--- config.mk ---
export PLATFORM = sky130hd
export DESIGN_NAME = mc_control
export DESIGN_NICKNAME = d
export VERILOG_FILES = /design/src/rtl/mc_pkg.sv /design/src/rtl/mc_control_decode.sv /design/src/rtl/mc_control.sv
export SDC_FILE = /design/constraint.sdc
export NUM_CORES = 1
export LEC_CHECK = 0
export BUFFER_PORTS_ARGS = -buffer_cell sky130_fd_sc_hd__buf_2
export CELL_PAD_IN_SITES_DETAIL_PLACEMENT = 0
export CELL_PAD_IN_SITES_GLOBAL_PLACEMENT = 1
export CORE_ASPECT_RATIO = 1.5
export CORE_MARGIN = 2
export CORE_UTILIZATION = 23
export CTS_CLUSTER_DIAMETER = 50
export DETAILED_ROUTE_END_ITERATION = 8
export MAX_ROUTING_LAYER = met4
export PLACE_DENSITY_LB_ADDON = 0.1
export SETUP_SLACK_MARGIN = 0.05
export SYNTH_ARGS = -nofsm -noshare
export SYNTH_HDL_FRONTEND = slang
export SYNTH_HIERARCHICAL = 1
export SYNTH_SLANG_ARGS = --single-unit
--- constraint.sdc ---
create_clock -name clk -period 3.3 [get_ports clk]
set_input_delay 0.33 -clock clk [delete_from_list [all_inputs] [get_ports clk]]
set_output_delay 0.33 -clock clk [all_outputs]
set_load 0.05 [all_outputs]
--- src/rtl/mc_pkg.sv ---
// Shared constants, state encoding and control-word layout for the multi-cycle MIPS controller.
package mc_pkg;

    localparam logic [5:0] OP_RTYPE   = 6'b000000;
    localparam logic [5:0] OP_ADDI    = 6'b001000;
    localparam logic [5:0] OP_LW      = 6'b100011;
    localparam logic [5:0] OP_SW      = 6'b101011;
    localparam logic [5:0] OP_BEQ     = 6'b000100;
    localparam logic [5:0] OP_J       = 6'b000010;

    localparam logic [5:0] FN_ADD     = 6'b100000;
    localparam logic [5:0] FN_SYSCALL = 6'b001100;

    localparam int SYS_PRINT_INT = 1;
    localparam int SYS_READ_INT  = 5;
    localparam int SYS_EXIT      = 10;

    localparam logic [1:0] ALUOP_ADD    = 2'b00;
    localparam logic [1:0] ALUOP_SUB    = 2'b01;
    localparam logic [1:0] ALUOP_FUNCT  = 2'b10;

    localparam logic [1:0] SRCB_B       = 2'b00;
    localparam logic [1:0] SRCB_FOUR    = 2'b01;
    localparam logic [1:0] SRCB_IMM     = 2'b10;
    localparam logic [1:0] SRCB_IMM_SH2 = 2'b11;

    localparam logic [1:0] PCSRC_ALU    = 2'b00;
    localparam logic [1:0] PCSRC_ALUOUT = 2'b01;
    localparam logic [1:0] PCSRC_JUMP   = 2'b10;

    localparam logic [1:0] WD_ALUOUT    = 2'b00;
    localparam logic [1:0] WD_MDR       = 2'b01;
    localparam logic [1:0] WD_IO        = 2'b10;

    localparam logic SRCA_PC   = 1'b0;
    localparam logic SRCA_A    = 1'b1;
    localparam logic IORD_PC   = 1'b0;
    localparam logic IORD_ALU  = 1'b1;
    localparam logic REGDST_RT = 1'b0;
    localparam logic REGDST_RD = 1'b1;

    typedef enum logic [3:0] {
        S_IF      = 4'd0,
        S_ID      = 4'd1,
        S_EX_R    = 4'd2,
        S_R_WB    = 4'd3,
        S_EX_I    = 4'd4,
        S_I_WB    = 4'd5,
        S_MEM_ADR = 4'd6,
        S_MEM_RD  = 4'd7,
        S_MEM_WB  = 4'd8,
        S_MEM_WR  = 4'd9,
        S_BEQ     = 4'd10,
        S_JMP     = 4'd11,
        S_SYS     = 4'd12,
        S_SYS_OUT = 4'd13,
        S_SYS_IN  = 4'd14,
        S_HALT    = 4'd15
    } state_t;

    typedef struct packed {
        logic       pc_write;
        logic       pc_write_cond;
        logic       iord;
        logic       mem_read;
        logic       mem_write;
        logic       ir_write;
        logic       reg_dst;
        logic [1:0] mem_to_reg;
        logic       reg_write;
        logic       alu_src_a;
        logic [1:0] alu_src_b;
        logic [1:0] alu_op;
        logic [1:0] pc_source;
        logic       halt;
        logic       io_in_ready;
        logic       io_out_valid;
    } ctl_t;

endpackage

--- src/rtl/mc_control_decode.sv ---
// Pure Moore decode: current state to datapath control word, no handshake gating here.
module mc_control_decode
    import mc_pkg::*;
(
    input  state_t state,
    output ctl_t   ctl
);

    always_comb begin
        ctl = '0;
        case (state)
            S_IF: begin
                ctl.mem_read  = 1'b1;
                ctl.ir_write  = 1'b1;
                ctl.pc_write  = 1'b1;
                ctl.iord      = IORD_PC;
                ctl.alu_src_a = SRCA_PC;
                ctl.alu_src_b = SRCB_FOUR;
                ctl.alu_op    = ALUOP_ADD;
                ctl.pc_source = PCSRC_ALU;
            end
            S_ID: begin
                ctl.alu_src_a = SRCA_PC;
                ctl.alu_src_b = SRCB_IMM_SH2;
                ctl.alu_op    = ALUOP_ADD;
            end
            S_EX_R: begin
                ctl.alu_src_a = SRCA_A;
                ctl.alu_src_b = SRCB_B;
                ctl.alu_op    = ALUOP_FUNCT;
            end
            S_R_WB: begin
                ctl.reg_dst    = REGDST_RD;
                ctl.reg_write  = 1'b1;
                ctl.mem_to_reg = WD_ALUOUT;
            end
            S_EX_I, S_MEM_ADR: begin
                ctl.alu_src_a = SRCA_A;
                ctl.alu_src_b = SRCB_IMM;
                ctl.alu_op    = ALUOP_ADD;
            end
            S_I_WB: begin
                ctl.reg_dst    = REGDST_RT;
                ctl.reg_write  = 1'b1;
                ctl.mem_to_reg = WD_ALUOUT;
            end
            S_MEM_RD: begin
                ctl.mem_read = 1'b1;
                ctl.iord     = IORD_ALU;
            end
            S_MEM_WB: begin
                ctl.reg_dst    = REGDST_RT;
                ctl.mem_to_reg = WD_MDR;
                ctl.reg_write  = 1'b1;
            end
            S_MEM_WR: begin
                ctl.mem_write = 1'b1;
                ctl.iord      = IORD_ALU;
            end
            S_BEQ: begin
                ctl.alu_src_a     = SRCA_A;
                ctl.alu_src_b     = SRCB_B;
                ctl.alu_op        = ALUOP_SUB;
                ctl.pc_write_cond = 1'b1;
                ctl.pc_source     = PCSRC_ALUOUT;
            end
            S_JMP: begin
                ctl.pc_write  = 1'b1;
                ctl.pc_source = PCSRC_JUMP;
            end
            S_SYS_OUT: ctl.io_out_valid = 1'b1;
            S_SYS_IN:  ctl.io_in_ready  = 1'b1;
            S_HALT:    ctl.halt         = 1'b1;
            default:   ctl = '0;
        endcase
    end

endmodule

--- src/rtl/mc_control.sv ---
// Multi-cycle MIPS control FSM: state register, instruction dispatch and console I/O handshake.
// Syscall I/O (SYS/SYS_IN/SYS_OUT/HALT) is built only when SYSCALL_IO_EN is defined.
module mc_control
    import mc_pkg::*;
#(
    parameter int OP_W = 6,
    parameter int V0_W = 32
)(
    input  logic            clk,
    input  logic            rst,
    input  logic [OP_W-1:0] opcode,
    input  logic [OP_W-1:0] funct,
    input  logic [V0_W-1:0] v0,
    input  logic            zero,
    input  logic            io_in_valid,
    output logic            io_in_ready,
    output logic            io_out_valid,
    input  logic            io_out_ready,
    output logic            pc_write,
    output logic            pc_write_cond,
    output logic            iord,
    output logic            mem_read,
    output logic            mem_write,
    output logic            ir_write,
    output logic            reg_dst,
    output logic [1:0]      mem_to_reg,
    output logic            reg_write,
    output logic            alu_src_a,
    output logic [1:0]      alu_src_b,
    output logic [1:0]      alu_op,
    output logic [1:0]      pc_source,
    output logic            halt,
    output logic [3:0]      state
);

    state_t cur_state;
    state_t nxt_state;
    ctl_t   dec;
    ctl_t   ctl;
    logic   is_rtype;

    assign is_rtype = (opcode == OP_W'(OP_RTYPE));

    always_ff @(posedge clk) begin
        if (rst) cur_state <= S_IF;
        else     cur_state <= nxt_state;
    end

    always_comb begin
        nxt_state = S_IF;
        case (cur_state)
            S_IF:      nxt_state = S_ID;
            S_ID: begin
                if (is_rtype && funct == OP_W'(FN_ADD))           nxt_state = S_EX_R;
`ifdef SYSCALL_IO_EN
                else if (is_rtype && funct == OP_W'(FN_SYSCALL))  nxt_state = S_SYS;
`endif
                else if (opcode == OP_W'(OP_ADDI))                nxt_state = S_EX_I;
                else if (opcode == OP_W'(OP_LW) || opcode == OP_W'(OP_SW))
                                                                  nxt_state = S_MEM_ADR;
                else if (opcode == OP_W'(OP_BEQ))                 nxt_state = S_BEQ;
                else if (opcode == OP_W'(OP_J))                   nxt_state = S_JMP;
                else                                              nxt_state = S_IF;
            end
            S_EX_R:    nxt_state = S_R_WB;
            S_EX_I:    nxt_state = S_I_WB;
            S_MEM_ADR: nxt_state = (opcode == OP_W'(OP_LW)) ? S_MEM_RD : S_MEM_WR;
            S_MEM_RD:  nxt_state = S_MEM_WB;
`ifdef SYSCALL_IO_EN
            S_SYS: begin
                if (v0 == V0_W'(SYS_PRINT_INT))      nxt_state = S_SYS_OUT;
                else if (v0 == V0_W'(SYS_READ_INT))  nxt_state = S_SYS_IN;
                else if (v0 == V0_W'(SYS_EXIT))      nxt_state = S_HALT;
                else                                 nxt_state = S_IF;
            end
            S_SYS_OUT: nxt_state = io_out_ready ? S_IF : S_SYS_OUT;
            S_SYS_IN:  nxt_state = io_in_valid  ? S_IF : S_SYS_IN;
            S_HALT:    nxt_state = S_HALT;
`endif
            default:   nxt_state = S_IF;
        endcase
    end

    mc_control_decode u_decode (
        .state (cur_state),
        .ctl   (dec)
    );

    // The input word is written to $v0 only in the cycle the device offers it.
    always_comb begin
        ctl = dec;
`ifdef SYSCALL_IO_EN
        if (cur_state == S_SYS_IN && io_in_valid) begin
            ctl.reg_write  = 1'b1;
            ctl.mem_to_reg = WD_IO;
        end
`else
        ctl.halt         = 1'b0;
        ctl.io_in_ready  = 1'b0;
        ctl.io_out_valid = 1'b0;
`endif
        if (rst) ctl = '0;
    end

    // The zero flag gates PC load in the datapath, not here.
`ifdef SYSCALL_IO_EN
    logic unused_inputs;
    assign unused_inputs = zero;
`else
    logic unused_inputs;
    assign unused_inputs = ^{zero, v0, io_in_valid, io_out_ready};
`endif

    assign pc_write      = ctl.pc_write;
    assign pc_write_cond = ctl.pc_write_cond;
    assign iord          = ctl.iord;
    assign mem_read      = ctl.mem_read;
    assign mem_write     = ctl.mem_write;
    assign ir_write      = ctl.ir_write;
    assign reg_dst       = ctl.reg_dst;
    assign mem_to_reg    = ctl.mem_to_reg;
    assign reg_write     = ctl.reg_write;
    assign alu_src_a     = ctl.alu_src_a;
    assign alu_src_b     = ctl.alu_src_b;
    assign alu_op        = ctl.alu_op;
    assign pc_source     = ctl.pc_source;
    assign halt          = ctl.halt;
    assign io_in_ready   = ctl.io_in_ready;
    assign io_out_valid  = ctl.io_out_valid;
    assign state         = rst ? 4'd0 : cur_state;

endmodule
==> results of run 1 <==
routing by layer:
metal	GRT usage	wire length, µm	vias to the layer above
met2	0.1712	832	34
met4	0.04762	16	0
met1	0.1368	804	325
met3	0.02292	94	2
li1	-	-	400
met5	-	0	-
per-stage QoR:
stage | cells | setup slack (ns) | util
after detailed placement | 164 | 1.292 | 0.2921
final | 167 | 1.080 | 0.3063
after floorplan | 103 | 1.212 | -
after CTS | 167 | 1.064 | 0.3063
after global routing | 167 | 0.9022 | 0.3063
after global placement | 164 | 1.286 | 0.2921
where the power goes:
group	leakage (µW)	total, µW	switching (µW)	internal (µW)
Clock	0.0000216	101	23.2	77.6
Sequential	0.0000326	56.8	6.71	50.0
Combinational	0.000351	75.7	50.6	25.1
Total	0.000405	233	80.5	153
worst max-delay path, cell delays in order (launching register included):
cell	delay (ns)
dfxtp_1	0.75
nor4bb_2	0.41
or3_1	0.14
nor2b_1	0.11
buf_2	0.27
path summary, 6_finish.rpt:
path	to	slack [ns]	cells past startpoint
setup / recovery	reg_write	1.08	4
hold reg to reg	cur_state[0]	0.73	1
setup reg to reg	cur_state[2]	1.42	4
hold / removal	cur_state[1]	0.43	2
area by class of cell:
class                           instances  area (µm²)  share of cell area
Clock buffer                            3       41.29             0.04628
Inverter                                2       7.507            0.008415
Multi-Input combinational cell         86       549.3              0.6157
Sequential cell                         4       80.08             0.08976
Tap cell                               39       48.80             0.05470
Timing Repair Buffer                   33       165.2              0.1851
==> summary.txt, run 1 <==
Detailed Route Iter0 Violations -> 10
Most frequent cells in the layout -> buf_2, nor2b_1, nor2_1
Final Power -> 233.2 µW
Crit start category -> register
Fin. max-slew vios -> 0
Initial antenna violation count -> 0
H-tree levels -> 1
Clock root buffer -> clkbuf_8
Max clock buf depth -> 2
Worst slew pin tran -> 0.9275 ns
DR WL/cell -> 10.47 µm
Nets -> 179
# diodes -> 0
TritonCTS buffer count -> 3
Hold Startpoint -> opcode[1]
Resize count post-CTS -> 0
Drt pass-1 iters -> 4
Die Width -> 49.07 µm
Number of max-cap violations -> 0
Slew headroom -> 0.3804
Clock Pin Slew Worst Setup and Hold Paths -> 0.03 ns
Leak Pwr -> 0.0004051 µW
Clock Latency Late Sink -> 0.21 ns
CTS Sinks -> 4
Congestion Overflow GR -> 0
Die area -> 3513 µm²
Routability Congestion -> 0.7072
Total number of vias -> 761
Fillers -> 338
Critical path origin -> cur_state[1]
Type of the most critical hold path -> input port to register
Core Rows -> 24
Hold buffers post-CTS -> 0
Setup Fix Bufs, Post-CTS -> 0
WP data required -> 2.97 ns
CTS tree -> yes
Biggest register -> cur_state
Synthesized area -> 700.7 µm²
Status -> finished clean
Post-route cell area -> 892.1 µm²
Gate Count Post-Synth -> 101
Commonest non-fill, non-tap cell in the layout -> buf_2
Crit path time final -> 2.220 ns
Hold Vio Cnt, Final -> 0
Initial Util -> 0.2405
Drt total wl -> 1749 µm
Vias in the first global route -> 679
Biggest regs -> cur_state: 4 flops
Setup TNS -> 0 ns
Crit path capture type -> output port
Vias per Instance -> 4.557
Layout Skew -> 0.001050 ns
Chip height -> 71.60 µm
Worst R2R Start -> cur_state[0]
Hpwl dp -> 1288 µm
Synthesis Warnings -> 6
Pwr dens -> 261.4 nW/µm²
Post-synthesis area per instance -> 6.937 µm²
Final Cycle Share -> 0.6728
Core area -> 2913 µm²
CP arrival -> 1.89 ns
Top-Level Pins -> 73
Placed inst area -> 850.8 µm²
Worst Path Max Fanout -> 23
Global-route wire length before repair -> 3049 µm
Max reg flops -> 4
Tightest hold margin -> 0.4277 ns
DRT antenna net count -> 0
IO Port Bufs -> 33
Fmax -> 450.4 MHz
Unrepaired setup endpoints after global routing -> false
Largest net degree at the start of global routing -> 24
Worst Setup Path Type -> register to output port
Tot GR Track Use -> 0.1101
Area Growth Syn to Fin -> 27.32%
Layout cells sized above 1 -> 0.3281
Final setup vio count -> 0
DRC viols -> 0
Peak VDD IR -> 0.1541 mV
(Power assumes the default switching activity.)
==> run 2, diff against run 1 <==
--- a/config.mk
+++ b/config.mk
@@ -10,7 +10,7 @@
 export CELL_PAD_IN_SITES_GLOBAL_PLACEMENT = 1
 export CORE_ASPECT_RATIO = 1.5
 export CORE_MARGIN = 2
-export CORE_UTILIZATION = 23
+export CORE_UTILIZATION = 19
 export CTS_CLUSTER_DIAMETER = 50
 export DETAILED_ROUTE_END_ITERATION = 8
 export MAX_ROUTING_LAYER = met4
==> constraint.sdc (replaced) <==
create_clock -name clk -period 1.9 [get_ports clk]
set_input_delay 0.19 -clock clk [delete_from_list [all_inputs] [get_ports clk]]
set_output_delay 0.19 -clock clk [all_outputs]
set_load 0.05 [all_outputs]
==> summary.txt, run 2 (same netlist as run 1, synthesis figures left out) <==
Status -> finished clean
Worst slew pin tran -> 0.9277 ns
Clock Latency Late Sink -> 0.21 ns
Routability Congestion -> 0.7455
Nets -> 188
Tot GR Track Use -> 0.1000
Final Cycle Share -> 0.9319
Hold buffers post-CTS -> 0
Area Growth Syn to Fin -> 43.21%
Most frequent cells in the layout -> buf_2, nor2b_1, nor2_1, buf_4, nor2b_2
Core Rows -> 27
Hold Vio Cnt, Final -> 0
Clock root buffer -> clkbuf_8
Largest net degree at the start of global routing -> 24
H-tree levels -> 1
WP data required -> 1.71 ns
Clock Pin Slew Worst Setup and Hold Paths -> 0.03 ns
Net Sw Power -> 142.1 µW
IO Port Bufs -> 33
Logic pwr share -> 0.363
Sw Share -> 0.3398
Hold Startpoint -> opcode[1]
Crit start category -> register
Congestion Overflow GR -> 0
Initial Util -> 0.1938
# diodes -> 0
Final setup vio count -> 0
DRC viols -> 0
Vias in the first global route -> 756
Fin. max-slew vios -> 0
TritonCTS buffer count -> 3
CP arrival -> 1.58 ns
Setup TNS -> 0 ns
Core area -> 3615 µm²
Total number of vias -> 796
CTS Sinks -> 4
Type of the most critical hold path -> input port to register
Clk network pwr share -> 0.414
Drt total wl -> 1965 µm
Slew headroom -> 0.3803
Pwr dens -> 416.6 nW/µm²
Worst Setup Path Type -> register to output port
Top-Level Pins -> 73
Fmax -> 564.8 MHz
Critical path origin -> cur_state[2]
Number of max-cap violations -> 0
Hpwl dp -> 1557 µm
Fillers -> 421
Die Width -> 53.59 µm
Detailed Route Iter0 Violations -> 17
Layout Skew -> 0.001952 ns
Leak Pwr -> 0.0004624 µW
Internal power -> 276.0 µW
Unrepaired setup endpoints after global routing -> true
Worst Path Max Fanout -> 18
Biggest regs -> cur_state: 4 flops
Vias per Instance -> 4.422
Sequential share of power -> 0.222
Die area -> 4200 µm²
Commonest non-fill, non-tap cell in the layout -> buf_2
DRT antenna net count -> 0
Drt pass-1 iters -> 3
CTS tree -> yes
Chip height -> 78.38 µm
Max reg flops -> 4
Max clock buf depth -> 2
Peak VDD IR -> 0.3609 mV
Worst R2R Start -> cur_state[2]
Initial antenna violation count -> 0
Tightest hold margin -> 0.2747 ns
Global-route wire length before repair -> 3194 µm
DR WL/cell -> 10.92 µm
Crit path capture type -> output port
Crit path time final -> 1.771 ns
Biggest register -> cur_state
Layout cells sized above 1 -> 0.4307
## run 2: final cells by class
| type | count | area (µm²) | share of cell area |
|---|---|---|---|
| Inverter | 2 | 7.507 | 0.007481 |
| Timing Repair Buffer | 42 | 256.5 | 0.2556 |
| Clock buffer | 3 | 41.29 | 0.04115 |
| Sequential cell | 4 | 85.08 | 0.08479 |
| Tap cell | 43 | 53.80 | 0.05362 |
| Multi-Input combinational cell | 86 | 559.3 | 0.5574 |
## run 2: final timing paths
path | endpoint | slack [ns] | cells past startpoint
min | cur_state[1] | 0.27 | 2
min reg2reg | cur_state[0] | 0.66 | 2
max | iord | 0.13 | 5
max reg2reg | cur_state[1] | 0.32 | 5
## run 2: power groups by stage
stage	clock, µW	combinational (µW)	sequential (µW)
floorplan	0	113	92.8
global placement	0	149	93.6
detailed placement	0	149	93.9
CTS	180	152	92.9
global route	186	164	93.9
finish	173	152	93.0
## run 2: metrics by stage
step	power, µW	cells	utilization	instance area (µm²)	setup slack, ns
global route	443.7	180	0.2776	1003	0.04425
finish	418.1	180	0.2776	1003	0.1294
CTS	424.8	180	0.2752	994.7	0.05954
global placement	242.6	177	0.2617	945.9	0.2363
detailed placement	243.4	177	0.2617	945.9	0.1869
floorplan	205.6	103	-	718.2	0.05001
## run 2: critical path, cell delays in order, from the launching register on
cell and delay [ns]:
dfxtp_2 0.34, buf_12 0.15, or3b_1 0.34, a21boi_1 0.13, nor2b_1 0.13, buf_2 0.27
## run 2: routing by layer
layer  track usage  wire [µm]  vias to the layer above
met5             -          0                        -
met4       0.04103         14                        0
met3       0.01331        105                        2
met2        0.1778       1007                       28
met1        0.1065        836                      350
li1              -          -                      416
## run 2: what timing repair did
action	4_1_cts	5_1_grt
gates resized for setup	4	4
setup endpoints to repair	6	6
endpoints found under the hold margin	0	0
setup buffers	0	0
==> run 3, diff against run 2 <==
--- a/config.mk
+++ b/config.mk
@@ -5,12 +5,13 @@
 export SDC_FILE = /design/constraint.sdc
 export NUM_CORES = 1
 export LEC_CHECK = 0
+export ABC_AREA = 1
 export BUFFER_PORTS_ARGS = -buffer_cell sky130_fd_sc_hd__buf_2
 export CELL_PAD_IN_SITES_DETAIL_PLACEMENT = 0
 export CELL_PAD_IN_SITES_GLOBAL_PLACEMENT = 1
 export CORE_ASPECT_RATIO = 1.5
 export CORE_MARGIN = 2
-export CORE_UTILIZATION = 19
+export CORE_UTILIZATION = 17
 export CTS_CLUSTER_DIAMETER = 50
 export DETAILED_ROUTE_END_ITERATION = 8
 export MAX_ROUTING_LAYER = met4
==> summary.txt, run 3 <==
Status -> finished clean
Congestion Overflow GR -> 0
Core area -> 3649 µm²
Hold Vio Cnt, Final -> 0
Pwr dens -> 463.7 nW/µm²
Final Power -> 400.9 µW
Total number of vias -> 805
Synthesis Warnings -> 6
TritonCTS buffer count -> 3
Final Cycle Share -> 0.8615
IO Port Bufs -> 33
Top-Level Pins -> 73
Largest net degree at the start of global routing -> 26
Max reg flops -> 4
Gate Count Post-Synth -> 136
DRT antenna net count -> 0
Biggest regs -> cur_state: 4 flops
Core Rows -> 27
Fin. max-slew vios -> 0
Initial antenna violation count -> 0
Clock Pin Slew Worst Setup and Hold Paths -> 0.03 ns
Area Growth Syn to Fin -> 33.66%
Commonest non-fill, non-tap cell in the layout -> nor2_1
Layout Skew -> 0.0005224 ns
Die area -> 4325 µm²
Fmax -> 610.9 MHz
Peak VDD IR -> 0.2689 mV
Clock root buffer -> clkbuf_8
Crit start category -> register
DR WL/cell -> 8.880 µm
Crit path capture type -> output port
Setup Fix Bufs, Post-CTS -> 0
CP arrival -> 1.45 ns
Biggest register -> cur_state
Worst Setup Path Type -> register to output port
Number of max-cap violations -> 0
H-tree levels -> 1
Detailed Route Iter0 Violations -> 2
Vias per Instance -> 3.852
Leak Pwr -> 0.0005124 µW
Slew headroom -> 0.4116
Type of the most critical hold path -> input port to register
Final setup vio count -> 0
Place WS -> 0.4291 ns
Routability Congestion -> 0.7045
Clock Latency Late Sink -> 0.22 ns
Global-route wire length before repair -> 2987 µm
Worst slew pin tran -> 0.8794 ns
Tot GR Track Use -> 0.09751
Die Width -> 54.37 µm
WP data required -> 1.71 ns
Setup TNS -> 0 ns
Worst Path Max Fanout -> 7
Layout cells sized above 1 -> 0.2711
CTS Sinks -> 4
Nets -> 217
Most frequent cells in the layout -> nor2_1, inv_1, buf_2
Post-synthesis area per instance -> 4.756 µm²
# diodes -> 0
Unrepaired setup endpoints after global routing -> false
Drt total wl -> 1856 µm
Max clock buf depth -> 2
DRC viols -> 0
CTS tree -> yes
Initial Util -> 0.1773
Synthesized area -> 646.9 µm²
Chip height -> 79.55 µm
Drt pass-1 iters -> 2
Crit path time final -> 1.637 ns
Final setup margin -> 0.2631 ns
Vias in the first global route -> 695
Hpwl dp -> 1536 µm
run 3: report_power, final:
| part | switching [µW] | leakage [µW] | total (µW) | internal [µW] |
|---|---|---|---|---|
| Clock | 44.1 | 0.0000216 | 179 | 135 |
| Sequential | 5.15 | 0.0000331 | 92.2 | 87.0 |
| Combinational | 97.6 | 0.000458 | 130 | 32.0 |
run 3: final timing paths:
| kind | startpoint | endpoint | slack (ns) | cells past startpoint |
|---|---|---|---|---|
| worst min-delay path | opcode[3] | cur_state[2] | 0.38 | 5 |
| worst max register to register | cur_state[0] | cur_state[1] | 0.87 | 3 |
| worst max-delay path | cur_state[2] | alu_src_a | 0.26 | 7 |
| worst min register to register | cur_state[1] | cur_state[1] | 0.57 | 2 |
run 3: what timing repair did:
action	in CTS	in global routing
hold buffers	0	0
setup endpoints to repair	0	3
resized for setup	0	1
endpoints found under the hold margin	0	0
run 3: worst max-delay path: stages, from the launching register on:
cell,delay (ns)
dfxtp_1,0.45
inv_2,0.09
nor2_2,0.12
nand2_1,0.08
o21ai_1,0.08
inv_1,0.05
nor2_1,0.09
buf_2,0.27
run 3: metrics by stage:
stage,util,instances,area [µm²],hold slack [ns]
final,0.2370,209,864.6,0.3821
after CTS,0.2366,209,863.3,0.3841
after global routing,0.2370,209,864.6,0.4236
after floorplan,-,138,654.4,0.4415
after detailed placement,0.2253,206,822.0,0.6125
after global placement,0.2253,206,822.0,0.6101
run 3: cell type report:
class,count,area (µm²)
Clock buffer,3,41.29
Fill cell,459,2784
Inverter,35,131.4
Multi-Input combinational cell,91,391.6
Sequential cell,4,81.33
Tap cell,43,53.80
Timing Repair Buffer,33,165.2
run 3: routing by layer:
metal / track usage / vias up / share of wire
li1: - / 448 / -
met1: 0.09070 / 323 / 0.39
met2: 0.1783 / 29 / 0.53
met3: 0.01124 / 5 / 0.053
met4: 0.06000 / 0 / 0.026
met5: - / - / 0
